<file path="src/rtl/matrix_engine_pkg.sv">
// Shared definitions for the matrix engine: bus widths, opcodes, sequencer
// state encodings and abort cause codes.
package matrix_engine_pkg;

  localparam int MATRIX_W = 256;
  localparam int ADDR_W   = 8;

  localparam logic [7:0] OP_ADD       = 8'h00;
  localparam logic [7:0] OP_SUB       = 8'h01;
  localparam logic [7:0] OP_TRANSPOSE = 8'h02;
  localparam logic [7:0] OP_SCALE     = 8'h03;
  localparam logic [7:0] OP_MUL       = 8'h04;

  typedef logic [3:0] state_t;

  localparam state_t ST_IDLE     = 4'd0;
  localparam state_t ST_RD_A     = 4'd1;
  localparam state_t ST_CAP_A    = 4'd2;
  localparam state_t ST_RD_B     = 4'd3;
  localparam state_t ST_CAP_B    = 4'd4;
  localparam state_t ST_EXEC     = 4'd5;
  localparam state_t ST_WAIT_ALU = 4'd6;
  localparam state_t ST_WRITE    = 4'd7;
  localparam state_t ST_DONE     = 4'd8;
  localparam state_t ST_ERR      = 4'd9;

  localparam logic [1:0] ERR_NONE    = 2'd0;
  localparam logic [1:0] ERR_ILLEGAL = 2'd1;
  localparam logic [1:0] ERR_TIMEOUT = 2'd2;

  function automatic logic opcode_legal(input logic [7:0] op);
    logic ok;
    case (op)
      OP_ADD, OP_SUB, OP_TRANSPOSE, OP_SCALE, OP_MUL: ok = 1'b1;
      default:                                        ok = 1'b0;
    endcase
    return ok;
  endfunction

endpackage

</file>
<file path="src/rtl/matrix_alu_watchdog.sv">
// Clearable cycle counter guarding the wait for the ALU result; expire is
// raised in the wait cycle in which the count reaches TIMEOUT.
module matrix_alu_watchdog #(
  parameter int TIMEOUT = 255
) (
  input  logic clk,
  input  logic nReset,
  input  logic clear,
  input  logic inc,
  output logic expire
);

  localparam logic [8:0] LIMIT = 9'(TIMEOUT);

  logic [8:0] count_r;

  // The start cycle is counted as the first one, so an abort lands TIMEOUT cycles after it.
  always_ff @(posedge clk or negedge nReset) begin
    if (!nReset) begin
      count_r <= 9'd0;
    end else if (clear) begin
      count_r <= 9'd1;
    end else if (inc && (count_r != 9'h1FF)) begin
      count_r <= count_r + 9'd1;
    end
  end

  assign expire = inc && ((count_r + 9'd1) >= LIMIT);

endmodule

</file>
<file path="src/rtl/matrix_exec_sequencer.sv">
// Matrix instruction sequencer: fetches operands from matrix memory, runs the
// matrix ALU and writes the result back; sole master of the memory control lines.
module matrix_exec_sequencer
  import matrix_engine_pkg::*;
#(
  parameter int ALU_TIMEOUT = 255
) (
  input  logic                clk,
  input  logic                nReset,
  input  logic                instrValid,
  output logic                instrReady,
  input  logic [7:0]          opcode,
  input  logic [ADDR_W-1:0]   src1,
  input  logic [ADDR_W-1:0]   src2,
  input  logic [ADDR_W-1:0]   dest,
  output logic                nMatrixMemEnable,
  output logic                ReadnWrite,
  output logic [ADDR_W-1:0]   address,
  input  logic [MATRIX_W-1:0] memRdData,
  output logic [MATRIX_W-1:0] memWrData,
  output logic                memWrDataEn,
  output logic                aluStart,
  output logic [7:0]          aluOpcode,
  output logic [MATRIX_W-1:0] aluOperandA,
  output logic [MATRIX_W-1:0] aluOperandB,
  input  logic                aluDone,
  input  logic [MATRIX_W-1:0] aluResult,
  output logic                busy,
  output logic                done,
  output logic                error,
  output logic [1:0]          errCode
);

  state_t              state_r, state_nxt_s;
  logic                accept_s, wd_expire_s, timeout_abort_s;
  logic [7:0]          opcode_r;
  logic [ADDR_W-1:0]   src1_r, src2_r, dest_r;
  logic [MATRIX_W-1:0] operand_a_r, operand_b_r;
  logic [1:0]          err_code_r;

  logic                mem_en_n_s, rnw_s, wr_data_en_s, alu_start_s, done_s, error_s;
  logic [ADDR_W-1:0]   addr_s;
  logic [MATRIX_W-1:0] wr_data_s;
  logic                mem_en_n_r, rnw_r, wr_data_en_r, alu_start_r, done_r, error_r;
  logic                ready_r, busy_r;
  logic [ADDR_W-1:0]   addr_r;
  logic [MATRIX_W-1:0] wr_data_r;

  assign accept_s        = (state_r == ST_IDLE) && instrValid;
  assign timeout_abort_s = (state_r == ST_WAIT_ALU) && !aluDone && wd_expire_s;

  matrix_alu_watchdog #(.TIMEOUT(ALU_TIMEOUT)) u_watchdog (
    .clk    (clk),
    .nReset (nReset),
    .clear  (state_r == ST_EXEC),
    .inc    (state_r == ST_WAIT_ALU),
    .expire (wd_expire_s)
  );

  // Next-state selection for the instruction flow.
  always_comb begin
    state_nxt_s = state_r;
    case (state_r)
      ST_IDLE: begin
        if (instrValid) begin
          state_nxt_s = opcode_legal(opcode) ? ST_RD_A : ST_ERR;
        end else begin
          state_nxt_s = ST_IDLE;
        end
      end
      ST_RD_A:  state_nxt_s = ST_CAP_A;
      ST_CAP_A: state_nxt_s = (opcode_r == OP_TRANSPOSE) ? ST_EXEC : ST_RD_B;
      ST_RD_B:  state_nxt_s = ST_CAP_B;
      ST_CAP_B: state_nxt_s = ST_EXEC;
      ST_EXEC:  state_nxt_s = ST_WAIT_ALU;
      ST_WAIT_ALU: begin
        if (aluDone) begin
          state_nxt_s = ST_WRITE;
        end else if (wd_expire_s) begin
          state_nxt_s = ST_ERR;
        end else begin
          state_nxt_s = ST_WAIT_ALU;
        end
      end
      ST_WRITE: state_nxt_s = ST_DONE;
      ST_DONE:  state_nxt_s = ST_IDLE;
      ST_ERR:   state_nxt_s = ST_IDLE;
      default:  state_nxt_s = ST_IDLE;
    endcase
  end

  // Output values for the state being entered, so every output is a flop aligned with its state.
  always_comb begin
    mem_en_n_s   = 1'b1;
    rnw_s        = 1'b1;
    addr_s       = {ADDR_W{1'b0}};
    wr_data_en_s = 1'b0;
    wr_data_s    = {MATRIX_W{1'b0}};
    alu_start_s  = 1'b0;
    done_s       = 1'b0;
    error_s      = 1'b0;
    case (state_nxt_s)
      ST_RD_A: begin
        mem_en_n_s = 1'b0;
        addr_s     = src1;
      end
      ST_CAP_A: begin
        mem_en_n_s = 1'b0;
        addr_s     = src1_r;
      end
      ST_RD_B, ST_CAP_B: begin
        mem_en_n_s = 1'b0;
        addr_s     = src2_r;
      end
      ST_EXEC:  alu_start_s = 1'b1;
      ST_WRITE: begin
        mem_en_n_s   = 1'b0;
        rnw_s        = 1'b0;
        addr_s       = dest_r;
        wr_data_en_s = 1'b1;
        wr_data_s    = aluResult;
      end
      ST_DONE: done_s  = 1'b1;
      ST_ERR:  error_s = 1'b1;
      default: mem_en_n_s = 1'b1;
    endcase
  end

  // State, latched instruction fields, captured operands and abort cause.
  always_ff @(posedge clk or negedge nReset) begin
    if (!nReset) begin
      state_r     <= ST_IDLE;
      opcode_r    <= 8'd0;
      src1_r      <= {ADDR_W{1'b0}};
      src2_r      <= {ADDR_W{1'b0}};
      dest_r      <= {ADDR_W{1'b0}};
      operand_a_r <= {MATRIX_W{1'b0}};
      operand_b_r <= {MATRIX_W{1'b0}};
      err_code_r  <= ERR_NONE;
    end else begin
      state_r <= state_nxt_s;
      if (accept_s) begin
        opcode_r    <= opcode;
        src1_r      <= src1;
        src2_r      <= src2;
        dest_r      <= dest;
        operand_a_r <= {MATRIX_W{1'b0}};
        operand_b_r <= {MATRIX_W{1'b0}};
        err_code_r  <= opcode_legal(opcode) ? ERR_NONE : ERR_ILLEGAL;
      end else if (timeout_abort_s) begin
        err_code_r <= ERR_TIMEOUT;
      end
      if (state_r == ST_CAP_A) begin
        operand_a_r <= memRdData;
      end
      if (state_r == ST_CAP_B) begin
        operand_b_r <= memRdData;
      end
    end
  end

  // Registered interface outputs.
  always_ff @(posedge clk or negedge nReset) begin
    if (!nReset) begin
      mem_en_n_r   <= 1'b1;
      rnw_r        <= 1'b1;
      addr_r       <= {ADDR_W{1'b0}};
      wr_data_en_r <= 1'b0;
      wr_data_r    <= {MATRIX_W{1'b0}};
      alu_start_r  <= 1'b0;
      done_r       <= 1'b0;
      error_r      <= 1'b0;
      ready_r      <= 1'b1;
      busy_r       <= 1'b0;
    end else begin
      mem_en_n_r   <= mem_en_n_s;
      rnw_r        <= rnw_s;
      addr_r       <= addr_s;
      wr_data_en_r <= wr_data_en_s;
      wr_data_r    <= wr_data_s;
      alu_start_r  <= alu_start_s;
      done_r       <= done_s;
      error_r      <= error_s;
      ready_r      <= (state_nxt_s == ST_IDLE);
      busy_r       <= (state_nxt_s != ST_IDLE);
    end
  end

  assign instrReady       = ready_r;
  assign busy             = busy_r;
  assign nMatrixMemEnable = mem_en_n_r;
  assign ReadnWrite       = rnw_r;
  assign address          = addr_r;
  assign memWrData        = wr_data_r;
  assign memWrDataEn      = wr_data_en_r;
  assign aluStart         = alu_start_r;
  assign aluOpcode        = opcode_r;
  assign aluOperandA      = operand_a_r;
  assign aluOperandB      = operand_b_r;
  assign done             = done_r;
  assign error            = error_r;
  assign errCode          = err_code_r;

endmodule

</file>
<file path="config.mk">
export PLATFORM = sky130hd
export DESIGN_NAME = matrix_exec_sequencer
export DESIGN_NICKNAME = d
export VERILOG_FILES = /design/src/rtl/matrix_engine_pkg.sv /design/src/rtl/matrix_alu_watchdog.sv /design/src/rtl/matrix_exec_sequencer.sv
export SDC_FILE = /design/constraint.sdc
export NUM_CORES = 1
export LEC_CHECK = 0
export CAP_MARGIN = 20
export CORE_AREA = 2 2 516 518
export CTS_CLUSTER_DIAMETER = 60
export DETAILED_ROUTE_END_ITERATION = 8
export DIE_AREA = 0 0 518 520
export PLACE_DENSITY_LB_ADDON = 0.3
export SYNTH_ARGS = -nofsm -noshare
export SYNTH_HDL_FRONTEND = slang
export SYNTH_SLANG_ARGS = --single-unit
export TNS_END_PERCENT = 30
</file>
<file path="constraint.sdc">
create_clock -name clk -period 5 [get_ports clk]
set_input_delay 0.75 -clock clk [delete_from_list [all_inputs] [get_ports clk]]
set_output_delay 0.75 -clock clk [all_outputs]
set_load 0.1 [all_outputs]
</file>
Word level (Yosys, flattened, before mapping)
Index checks and enable logic that the tools add are counted.

word-level totals
  memory bits (writable) = 0
  output and inout port bits = 794
  latch bits = 0
  bits in registers = 831
  input port bits = 548
  memories kept = 0
  ROM bits = 0

operators by class
  bitwise gates (word level) = 0
  equal/unequal tests = 21
  div/mod/pow operators = 0
  shift-type cells = 0
  $add $sub $neg = 1
  mux-type cells = 26
  magnitude comparators = 1
  $mul = 0
  reduce and logical (&&, ||, !) cells = 17

operators by type and width
  kind                 number
  $mux 256             4
  $pmux 4 s8           1
  $pmux 8 s4           1
  $eq 4x3->1 const B   7
  $eq 8x2->1 const B   3
  $mux 9               2
  $eq 4x2->1 const B   4
  $mux 4               4
  $mux 1               11
  $reduce_or 5->1      2
  $add 9x1->9 const B  1
  $ge 9x8->1 const B   1
  $ne 9x9->1 const B   1
  $eq 4x1->1 const B   2
  $eq 4x4->1 const B   2
  $eq 8x1->1 const B   1
  $eq 8x3->1 const B   1
  $logic_not 4->1      2
  $logic_not 8->1      1
  $reduce_bool 2->1    4
  $logic_and 1x1->1    5
  $mux 2               2
  $reduce_bool 4->1    1
  $mux 3               1
  2 further kinds      2

Longest topological paths before layout
Gate-level depths: netlist of run 1.

  depth after elaboration = 11
  depth in mapped cells = 15

Hierarchy
From an unflattened synthesis of run 1, not the netlist that was laid out.

unflattened totals
  cell total of the unflattened synthesis = 3060
  area total of the unflattened synthesis = 30974.7 um^2

by module, submodules not included
  module                 sequential area each (um^2)  area each (um^2)  cells each  times used
  matrix_exec_sequencer  20573.5                      30381.6           2997        1
  matrix_alu_watchdog    225.2                        593.1             63          1

Worst setup path after synthesis of run 1
Ideal clock, no wire load.

  kind = register to register
  start point = register u_watchdog.count_r[1]
  end point = register wr_data_r[237] (netlist: memWrData[237])
  required time = 4881 ps
  setup time = 119 ps
  arrival time = 2420 ps
  path slack = 2461 ps
  cell stages (with the launch flop) = 16
  period minus slack after synthesis = 2539 ps
  cells stage by stage = dfrtp_1 ha_1 buf_2 nand2_1 nor2_1 ha_1 nand2b_1 nor2_1 o21ai_0 nand2_1 nand2_1 and3_1 buf_6 buf_6 buf_2 and2_1

on the way
  longest elaborated chain between the ends = 8

RTL lines
  element                   RTL line                      text
  start: declaration        matrix_alu_watchdog.sv:15     logic [8:0] count_r;
  start signal: assignment  matrix_alu_watchdog.sv:24     count_r <= count_r + 9'd1;
  $add 9x1->9               matrix_alu_watchdog.sv:28     assign expire = inc && ((count_r + 9'd1) >= LIMIT);
  $ge 9x8->1                matrix_alu_watchdog.sv:28
  $logic_and 1x1->1         matrix_alu_watchdog.sv:28
  $mux 4                    matrix_exec_sequencer.sv:79   end else if (wd_expire_s) begin
  $mux 4                    matrix_exec_sequencer.sv:77   if (aluDone) begin
  $pmux 4 s8                matrix_exec_sequencer.sv:63   case (state_r)
  $eq 4x3->1                matrix_exec_sequencer.sv:102  case (state_nxt_s)
  $mux 256                  matrix_exec_sequencer.sv:102
  net wr_data_s[237]        matrix_exec_sequencer.sv:43   logic [MATRIX_W-1:0] wr_data_s;
  end signal: assignment    matrix_exec_sequencer.sv:169  wr_data_r <= {MATRIX_W{1'b0}};
  end signal: assignment    matrix_exec_sequencer.sv:180  wr_data_r <= wr_data_s;
  end: declaration          matrix_exec_sequencer.sv:47   logic [MATRIX_W-1:0] wr_data_r;

The timed path passes the listed nets, and every way through them passes these cells.
A chain may end at the register's enable or synchronous reset.

Worst setup path in the final report of run 1
  start point = register u_watchdog.count_r[0]
  end point = register wr_data_r[37] (netlist: memWrData[37])

Same word-level chain as after synthesis.

==> results.yml, run 1 <==
power:
  p_leak_nw: 24.3
  ir_worst_vdd_mv: 0.489
  p_per_area_nw_per_um2: 788
logic_synthesis:
  ys.flop_type: "dfrtp_1"
  synth.avg_cell_area_um2: 10.1
  ys_types: 45
  ys_seq_area_share_pct: 67.0
  synth_edf_count: 0
  ys_warn_count: 0
  async_reset_ff_share_pct: 100
  netlist_area_um2: 31100
  synth_fp_nets: 3631
  ys_seq_elements: 831
  netlist_instances: 3080
worst_setup_path:
  rrSetupSlack_ns: 1.30
  path_buf_inv: 1
  max_stage_delay_ns: 0.82
  worstSetupEndpointType: "flop"
  rr_worst_depth: 9
  slowest_stage: "and3_4"
  critPathTopFamily: "compound AO/OA/AOI/OAI gates"
  cp_max_fo: 54
  worstReg2RegStart: "u_watchdog.count_r[0]$_DFFE_PN0P_"
  worst_r2r_endpoint: "memWrData[37]$_DFF_PN0_"
  crit_path_cell_trace: "ha_1 > a21oi_1 > o21ai_0 > a31oi_2 > a311oi_1 > o21ai_1 > and3_4 > buf_12 > and2_1"
  cp_data_arrival_time_ns: 4.38
  start_kind: "flop"
  crit_type: "reg2reg"
  required_ns: 5.67
finish:
  final_util_pct: 19.9
  syn_to_final_growth_pct: 69.1
  finish.net_count: 4939
  final_layout_size_suffix_gt1_share_pct: 8.94
drt:
  viasPerCell: 3.50
  drt_iter0_markers: 1942
  drtAntennaViolNets: 0
  drcViolationCount: 0
  vias: 28100
  avgRoutedWirePerCell_um: 24.4
  drt_first_pass_iters: 7
  wl_um: 196000
sta:
  period_needed_ns: 3.70
  fin_crit_sh_pct: 74.1
  whs_ns: 0.0519
  rsz0062_at_grt: "false"
  skew_ns: 0.0742
  final-hold-violation-count: 0
  worst_slew_pin_slew_ns: 1.35
  setup_viol: 0
  fmax_mhz: 270
  setup_slack_ns: 1.30
  slew_violations: 0
  tns_ns: 0
  slew_headroom_pct: 10.3
clock_tree:
  ctsHoldBuffers: 0
  cts_setup_buffers: 0
  worstSkewPairLatency_ns: 0.78
  clock-sinks: 831
  cts_root_buf: "clkbuf_16"
  numCtsBuffers: 117
  ctsLongestPathBuffers: 3
  cts_resized: 0
  path_clk_slew_ns: 0.06
  htreeDepth: 3
  cts_tree: "done"
global_routing:
  grt_pass1_vias: 29500
  grt_overflow: 0
  grt_usage_pct: 14.1
  grt_pass1_wl_um: 265000
  grt_start_max_net_pins: 154
  antenna_found_initial: 77
hold_path:
  min_path_type: "in2async"
place:
  dpl.hpwl_um: 152000
  gp_congestion: 0.865
  pre_cts_ws_ns: 1.26
  port_buffers: 1341
die:
  die_area_um2: 269000
  initial_core_util_pct: 11.8
  io_pins: 1342
  row_count: 189
  core_um2: 264000
  die_w_um: 518
  die_h_um: 520
flow_run:
  cap_violations: 0
outcome:
  outcome: "finished, final reports clean"
## layout make-up
type                    instances  area, um2
diodes                         28       70.1
clock buffers                 156       3290
clock inverters                60        767
fillers                     29100     211000
inverters                      12       45.0
multi-input cells            2021       9260
flip-flops and latches        831      20800
well taps                    3533       4420
repair buffers               1405      13900
## layer usage
metal | track usage, % | part of all wire [%]
met1 | 15.0 | 36
met2 | 24.7 | 50
met3 | 5.87 | 9.6
met4 | 5.87 | 4.3
met5 | 0 | 0.21
## layout by cell type, fill, tap and decap left out, types with 7 or more instances in the layout
master / netlist / layout
a41oi_1: 8 / 8
clkbuf_1: 138 / 17
inv_6: 0 / 7
clkinv_2: 0 / 19
clkdlybuf4s50_1: 0 / 1217
clkbuf_16: 0 / 117
bufinv_16: 0 / 8
inv_1: 12 / 12
buf_4: 0 / 158
buf_12: 0 / 23
diode_2: 0 / 28
nand2_1: 1124 / 1122
o21ai_0: 35 / 35
nand3_1: 519 / 518
clkbuf_8: 0 / 22
nor2_1: 14 / 14
clkinv_4: 0 / 7
a22o_1: 9 / 9
and2_1: 260 / 259
dfrtp_1: 828 / 828
## worst max-delay path by stage
| stage | startpoint | end | slack (ns) | cells after the start |
|---|---|---|---|---|
| 2_1_floorplan | u_watchdog.count_r[1]$_DFFE_PN0P_ | memWrData[237]$_DFF_PN0_ | 2.46 | 15 |
| 3_3_place_gp | instrValid | memWrData[13]$_DFF_PN0_ | 1.28 | 7 |
| 3_5_place_dp | instrValid | memWrData[203]$_DFF_PN0_ | 1.26 | 7 |
| 4_1_cts | u_watchdog.count_r[0]$_DFFE_PN0P_ | memWrData[222]$_DFF_PN0_ | 1.25 | 9 |
| 5_1_grt | u_watchdog.count_r[0]$_DFFE_PN0P_ | memWrData[217]$_DFF_PN0_ | 0.92 | 9 |
| 6_report | u_watchdog.count_r[0]$_DFFE_PN0P_ | memWrData[37]$_DFF_PN0_ | 1.30 | 9 |
## registers in the layout (all words and copies together), names as in the netlist, 2 cells and up
name / flops
state_r: 4
errCode: 2
src1_r: 8
dest_r: 8
aluOpcode: 8
src2_r: 8
aluOperandA: 256
memWrData: 256
u_watchdog.count_r: 9
aluOperandB: 256
address: 8
## synth_stat cells, types with 3 or more instances
| library cell | n | area share (%) |
|---|---|---|
| buf_6 | 24 | 0.87 |
| dfrtp_1 | 828 | 67 |
| a21oi_1 | 3 | 0.048 |
| nand4_1 | 4 | 0.081 |
| a22o_1 | 9 | 0.25 |
| ha_1 | 3 | 0.12 |
| nand2b_1 | 3 | 0.060 |
| dfstp_2 | 3 | 0.25 |
| buf_2 | 6 | 0.097 |
| and3_1 | 3 | 0.060 |
| buf_1 | 48 | 0.58 |
| nor2_1 | 14 | 0.17 |
| o21ai_0 | 35 | 0.56 |
| and2_1 | 260 | 5.2 |
| nor2b_1 | 3 | 0.060 |
| nand3_1 | 519 | 8.4 |
| inv_1 | 12 | 0.15 |
| clkbuf_1 | 138 | 1.7 |
| nand2_1 | 1124 | 14 |
| a41oi_1 | 8 | 0.23 |
| nor3_1 | 5 | 0.081 |
## kinds of logic (layout without fill, tap and decap cells)
family | count (synthesis) | count (layout) | share of synthesized area [%]
muxes | 1 | 1 | 0.0363
buffers and inverters | 228 | 1633 | 3.36
xor gates and xnor gates | 1 | 1 | 0.0282
DFF | 831 | 831 | 67.0
adders and majority gates | 3 | 3 | 0.121
and+or+nand+nor | 1946 | 1946 | 28.0
other | 0 | 28 | 0
AOI/OAI and AO/OA | 70 | 70 | 1.49
## through the flow
| stage | total power (W) | cells | instance area, um2 |
|---|---|---|---|
| final | 0.0414 | 8046 | 52500 |
| after global routing | 0.0431 | 8030 | 52500 |
| after CTS | 0.0420 | 8018 | 52500 |
| after detailed placement | 0.0330 | 7802 | 48400 |
| after global placement | 0.0330 | 7799 | 48400 |
| after floorplan | 0.0258 | 3080 | 31100 |
## power by group
| part | switching [W] | total (W) | internal [W] |
|---|---|---|---|
| logic | 0.0182 | 0.0228 | 0.00467 |
| registers | 0.00123 | 0.00988 | 0.00864 |
| clock network | 0.00359 | 0.00869 | 0.00510 |
Note: power is estimated with default switching activity, not from simulation.
==> inputs of run 2 (changes only) <==
CORE_AREA = 2 2 520 522   (was 2 2 516 518)
DIE_AREA = 0 0 522 524   (was 0 0 518 520)
clock period = 3.05 ns   (was 5 ns; I/O delays follow)
==> run 2 against run 1 <==
  * Setup slack worse by 1.1 ns
  * Sequential power is 64% higher
  * First-iteration DRC count is 0.57% lower
  * Highest routed layer unchanged
  * Design area is 2.6% lower
  * Non-clock buffer count is 59 higher
  * Critical endpoint is now memWrData[181]$_DFF_PN0_
  * Global-route usage hardly changed
  * Hold slack better by 0.086 ns
==> results.yml, run 2 (synthesis results as in run 1) <==
die:
  core_um2: 267000
  initial_core_util_pct: 11.6
  die_area_um2: 274000
  row_count: 190
  io_pins: 1342
  die_w_um: 522
  die_h_um: 524
worst_setup_path:
  crit_path_frequent_cell: "and2_1"
  rr_worst_depth: 13
  cp_data_arrival_time_ns: 3.57
  worstReg2RegStart: "u_watchdog.count_r[5]$_DFFE_PN0P_"
  crit_path_cell_trace: "and4_1 > nand2_1 > nor2_1 > ha_1 > nand2b_1 > nand3_1 > and2_1 > o31a_1 > nor3b_2 > and3_4 > buf_12 > buf_4 > and2_1"
  worst_r2r_endpoint: "memWrData[181]$_DFF_PN0_"
  start_kind: "flop"
  worstSetupEndpointType: "flop"
  crit_type: "reg2reg"
  slowest_stage: "dfrtp_1"
  rrSetupSlack_ns: 0.23
  required_ns: 3.80
  max_stage_delay_ns: 0.38
  cp_max_fo: 30
clock_tree:
  cts_setup_buffers: 0
  clock-sinks: 831
  worstSkewPairLatency_ns: 0.87
  path_clk_slew_ns: 0.06
  ctsLongestPathBuffers: 4
  cts_tree: "done"
  htreeDepth: 3
  ctsHoldBuffers: 1
  cts_resized: 0
  cts_root_buf: "clkbuf_16"
  numCtsBuffers: 115
finish:
  multi_input_area_um2: 9260
  final_cell_mix: "nand2_1, buf_4, dfrtp_1"
  ff_latch_area_um2: 20800
  final_layout_size_suffix_gt1_share_pct: 24.6
  syn_to_final_growth_pct: 64.8
  fill_cells: 29800
  finish.net_count: 4996
  mostFrequentLayoutCell: "nand2_1"
sta:
  slew_violations: 0
  rsz0062_at_grt: "false"
  setup_viol: 0
  worst_slew_pin_slew_ns: 0.861
  period_needed_ns: 2.82
  fin_crit_sh_pct: 92.5
  slew_headroom_pct: 42.6
  fmax_mhz: 355
  tns_ns: 0
  skew_ns: 0.0772
  final-hold-violation-count: 0
drt:
  wl_um: 202000
  avgRoutedWirePerCell_um: 24.9
  drcViolationCount: 0
  vias: 28500
  drtAntennaViolNets: 0
  drt_first_pass_iters: 5
  drt_iter0_markers: 1931
  viasPerCell: 3.50
global_routing:
  grt_pass1_vias: 29500
  grt_usage_pct: 14.1
  grt_pass1_wl_um: 264000
  grt_overflow: 0
  antenna_found_initial: 118
  grt_start_max_net_pins: 95
flow_run:
  cap_violations: 0
power:
  total_power_w: 0.0667
  p_leak_nw: 25.6
  p_per_area_nw_per_um2: 1300
  ir_worst_vdd_mv: 0.712
place:
  gp_congestion: 0.879
  port_buffers: 1341
  dpl.hpwl_um: 163000
hold_path:
  worstHoldStart: "aluResult[230]"
  min_path_type: "in2reg"
  hold_depth: 2
  hold_end: "memWrData[230]$_DFF_PN0_"
outcome:
  outcome: "finished, final reports clean"
[run 2: cell types whose count changed in the layout (fill, tap and decap cells not counted), moves of 2 or more]
cell             before  now
clkinv_4              7    5
clkdlybuf4s50_1    1217  546
clkbuf_1             17   19
clkinvlp_4            6    4
clkinv_16             6    1
inv_16                0    2
clkinv_2             19   16
clkbuf_16           117  115
inv_6                 7    9
buf_4               158  878
inv_8                 6    8
bufinv_16             8    4
buf_12               23   33
diode_2              28   51
[run 2: final cells by class]
| cell class | instances | area share (%) |
|---|---|---|
| Antenna cell | 51 | 0.249 |
| Clock buffer | 155 | 6.33 |
| Clock inverter | 49 | 1.00 |
| Inverter | 12 | 0.0880 |
| Multi-Input combinational cell | 2021 | 18.1 |
| Sequential cell | 831 | 40.6 |
| Tap cell | 3552 | 8.68 |
| Timing Repair Buffer | 1464 | 24.9 |
[run 2: stage by stage]
step / std cells / hold slack [ns] / utilization, % / setup WS, ns / cell area (um2)
2_1_floorplan: 3080 / 0.162 / - / 0.511 / 31100
3_3_place_gp: 7879 / 0.464 / 17.7 / 0.124 / 47300
3_5_place_dp: 7879 / 0.464 / 17.7 / 0.200 / 47300
4_1_cts: 8084 / 0.0549 / 19.1 / 0.192 / 51100
5_1_grt: 8109 / 0.0788 / 19.1 / 0.0262 / 51100
6_report: 8135 / 0.137 / 19.1 / 0.230 / 51200
[run 2: worst max-delay path, delay by kind of cell (launching register included)]
family	cells	cell delay [ns]
simple gates	9	1.40
buf+inv	2	0.51
flops	1	0.38
fa+ha+maj	1	0.29
compound gates	1	0.10
[run 2: layer usage]
layer  vias to the layer above  GRT usage (%)  routed length [um]
met2                      1363           21.3               88200
met1                     14100           15.7               76700
li1                      12700              -                   -
met5                         -              0                 491
met4                        78           5.00                6890
met3                       338           9.53               30200
[run 2: power breakdown]
part           internal, W  total, W  switching [W]
combinational      0.00712    0.0371         0.0299
sequential          0.0142    0.0162        0.00198
clock              0.00784    0.0135        0.00564
total               0.0291    0.0667         0.0376
[run 2: worst max-delay path by stage]
stage                                            from                       end  slack [ns]  depth (start not counted)
finish              u_watchdog.count_r[5]$_DFFE_PN0P_  memWrData[181]$_DFF_PN0_        0.23                         13
global route        u_watchdog.count_r[5]$_DFFE_PN0P_  memWrData[199]$_DFF_PN0_        0.03                         13
CTS                 u_watchdog.count_r[5]$_DFFE_PN0P_  memWrData[179]$_DFF_PN0_        0.19                         13
detailed placement                            aluDone  memWrData[179]$_DFF_PN0_        0.20                         10
global placement    u_watchdog.count_r[4]$_DFFE_PN0P_  memWrData[139]$_DFF_PN0_        0.12                         13
floorplan           u_watchdog.count_r[1]$_DFFE_PN0P_  memWrData[237]$_DFF_PN0_        0.51                         15
==> inputs of run 3 (changes only) <==
GPL_TIMING_DRIVEN = 0   (was default)
==> run 3 against run 2 <==
  * Wire length up 8.6%
  * Non-clock buffer count up 176
  * Critical path depth up 2
==> results.yml, run 3 (synthesis results as in run 1) <==
flow_run:
  cap_violations: 0
die:
  row_count: 190
  io_pins: 1342
  die_h_um: 524
  die_area_um2: 274000
  die_w_um: 522
  initial_core_util_pct: 11.6
  core_um2: 267000
worst_setup_path:
  rr_worst_depth: 15
  slowest_stage: "dfrtp_2"
  path_buf_inv: 4
  cp_data_arrival_time_ns: 3.71
  rrSetupSlack_ns: 0.02
  worstReg2RegStart: "u_watchdog.count_r[1]$_DFFE_PN0P_"
  worstSetupEndpointType: "flop"
  max_stage_delay_ns: 0.42
  worst_r2r_endpoint: "memWrData[181]$_DFF_PN0_"
  cp_max_fo: 8
  critPathTopFamily: "simple AND/OR/NAND/NOR gates"
  crit_type: "reg2reg"
  crit_path_cell_trace: "ha_4 > buf_6 > nand2_4 > nor2_2 > ha_1 > nand2b_1 > nand3_1 > and2_1 > o31a_1 > nor3b_2 > and3_4 > buf_12 > clkbuf_16 > buf_8 > and2_4"
  required_ns: 3.73
  start_kind: "flop"
outcome:
  outcome: "finished, final reports clean"
sta:
  slew_violations: 0
  final-hold-violation-count: 0
  setup_slack_ns: 0.0161
  fin_crit_sh_pct: 99.5
  skew_ns: 0.0627
  period_needed_ns: 3.03
  worst_slew_pin_slew_ns: 1.21
  setup_viol: 0
  rsz0062_at_grt: "true"
  tns_ns: 0
  slew_headroom_pct: 18.8
  fmax_mhz: 330
place:
  gp_congestion: 0.929
  dpl.hpwl_um: 179000
  port_buffers: 1341
  dp.cells: 8035
  pre_cts_ws_ns: -1.34
hold_path:
  min_path_type: "in2async"
power:
  total_power_w: 0.0701
  ir_worst_vdd_mv: 0.873
  p_per_area_nw_per_um2: 1270
  p_leak_nw: 25.0
global_routing:
  grt_pass1_vias: 30400
  grt_overflow: 0
  grt_start_max_net_pins: 112
  antenna_found_initial: 127
  grt_pass1_wl_um: 282000
  grt_usage_pct: 15.3
clock_tree:
  path_clk_slew_ns: 0.06
  clock-sinks: 831
  htreeDepth: 3
  worstSkewPairLatency_ns: 0.77
  ctsLongestPathBuffers: 3
  numCtsBuffers: 115
  cts_root_buf: "clkbuf_16"
  cts_tree: "done"
drt:
  drtAntennaViolNets: 0
  drt_iter0_markers: 1959
  vias: 29900
  viasPerCell: 3.59
  wl_um: 220000
  drt_first_pass_iters: 7
  avgRoutedWirePerCell_um: 26.4
  drcViolationCount: 0
finish:
  mostFrequentLayoutCell: "clkdlybuf4s50_1"
  fin_cells: 8340
  syn_to_final_growth_pct: 78.0
  finish.net_count: 5172
  final_cell_mix: "clkdlybuf4s50_1, nand2_1, dfrtp_1"
  final_layout_size_suffix_gt1_share_pct: 10.0
-- run 3: changes by cell type in the layout (fill, tap and decap cells not counted), moves of 11 or more --
cell / delta
and2_1: -100
and2_4: +100
buf_1: +48
buf_16: +29
buf_4: -867
buf_8: +15
clkbuf_1: +99
clkbuf_16: +11
clkbuf_2: +22
clkdlybuf4s50_1: +787
diode_2: +22
-- run 3: through the flow --
step / util [%] / area, um2 / hold WS (ns)
2_1_floorplan: - / 31100 / 0.162
3_3_place_gp: 18.3 / 48900 / 0.463
3_5_place_dp: 18.8 / 50400 / 0.469
4_1_cts: 20.4 / 54500 / 0.131
5_1_grt: 20.6 / 55200 / 0.168
6_report: 20.7 / 55300 / 0.227
-- run 3: how the worst max path moves through the flow --
stage | from | endpoint | slack (ns) | depth (start not counted)
2_1_floorplan | u_watchdog.count_r[1]$_DFFE_PN0P_ | memWrData[237]$_DFF_PN0_ | 0.51 | 15
3_3_place_gp | nReset | memWrData[202]$_DFF_PN0_ | -39.45 | 1
3_5_place_dp | instrValid | aluOperandA[212]$_DFFE_PN0P_ | -1.34 | 7
4_1_cts | u_watchdog.count_r[1]$_DFFE_PN0P_ | memWrData[138]$_DFF_PN0_ | -0.05 | 15
5_1_grt | u_watchdog.count_r[2]$_DFFE_PN0P_ | memWrData[184]$_DFF_PN0_ | -0.14 | 15
6_report | u_watchdog.count_r[1]$_DFFE_PN0P_ | memWrData[181]$_DFF_PN0_ | 0.02 | 15
-- run 3: area by class of cell --
cell class	count	area [um2]
plain buffers	215	1200
inverters	12	45.0
fillers	29300	212000
multi-input cells	2021	9520
clock buffers	152	3240
clock inverters	59	649
well taps	3552	4440
diodes	73	183
repair buffers	1425	15200
flip-flops and latches	831	20800
-- run 3: what timing repair did --
item | 4_1_cts | 5_1_grt
pin swaps | 2 | 36
resized for setup | 119 | 106
gates cloned | 1 | 10
buffers inserted | 3 | 6
endpoints found under the hold margin | 78 | 0
hold buffers | 1 | 0
endpoints found under the setup margin | 626 | 449
-- run 3: where the power goes --
group          total (W)  internal [W]  switching [W]
sequential        0.0160        0.0142        0.00182
combinational     0.0403       0.00900         0.0313
clock             0.0138       0.00791        0.00589
total             0.0701        0.0311         0.0390
-- run 3: layer usage --
layer | wire length (um) | global-route usage (%) | part of all wire, % | vias to the layer above
met5 | 644 | 0.329 | 0.29 | -
met4 | 6540 | 5.65 | 3.0 | 76
met3 | 31000 | 9.66 | 14 | 368
met2 | 99000 | 23.5 | 45 | 1604
met1 | 82700 | 16.9 | 38 | 14800
li1 | - | - | - | 13100
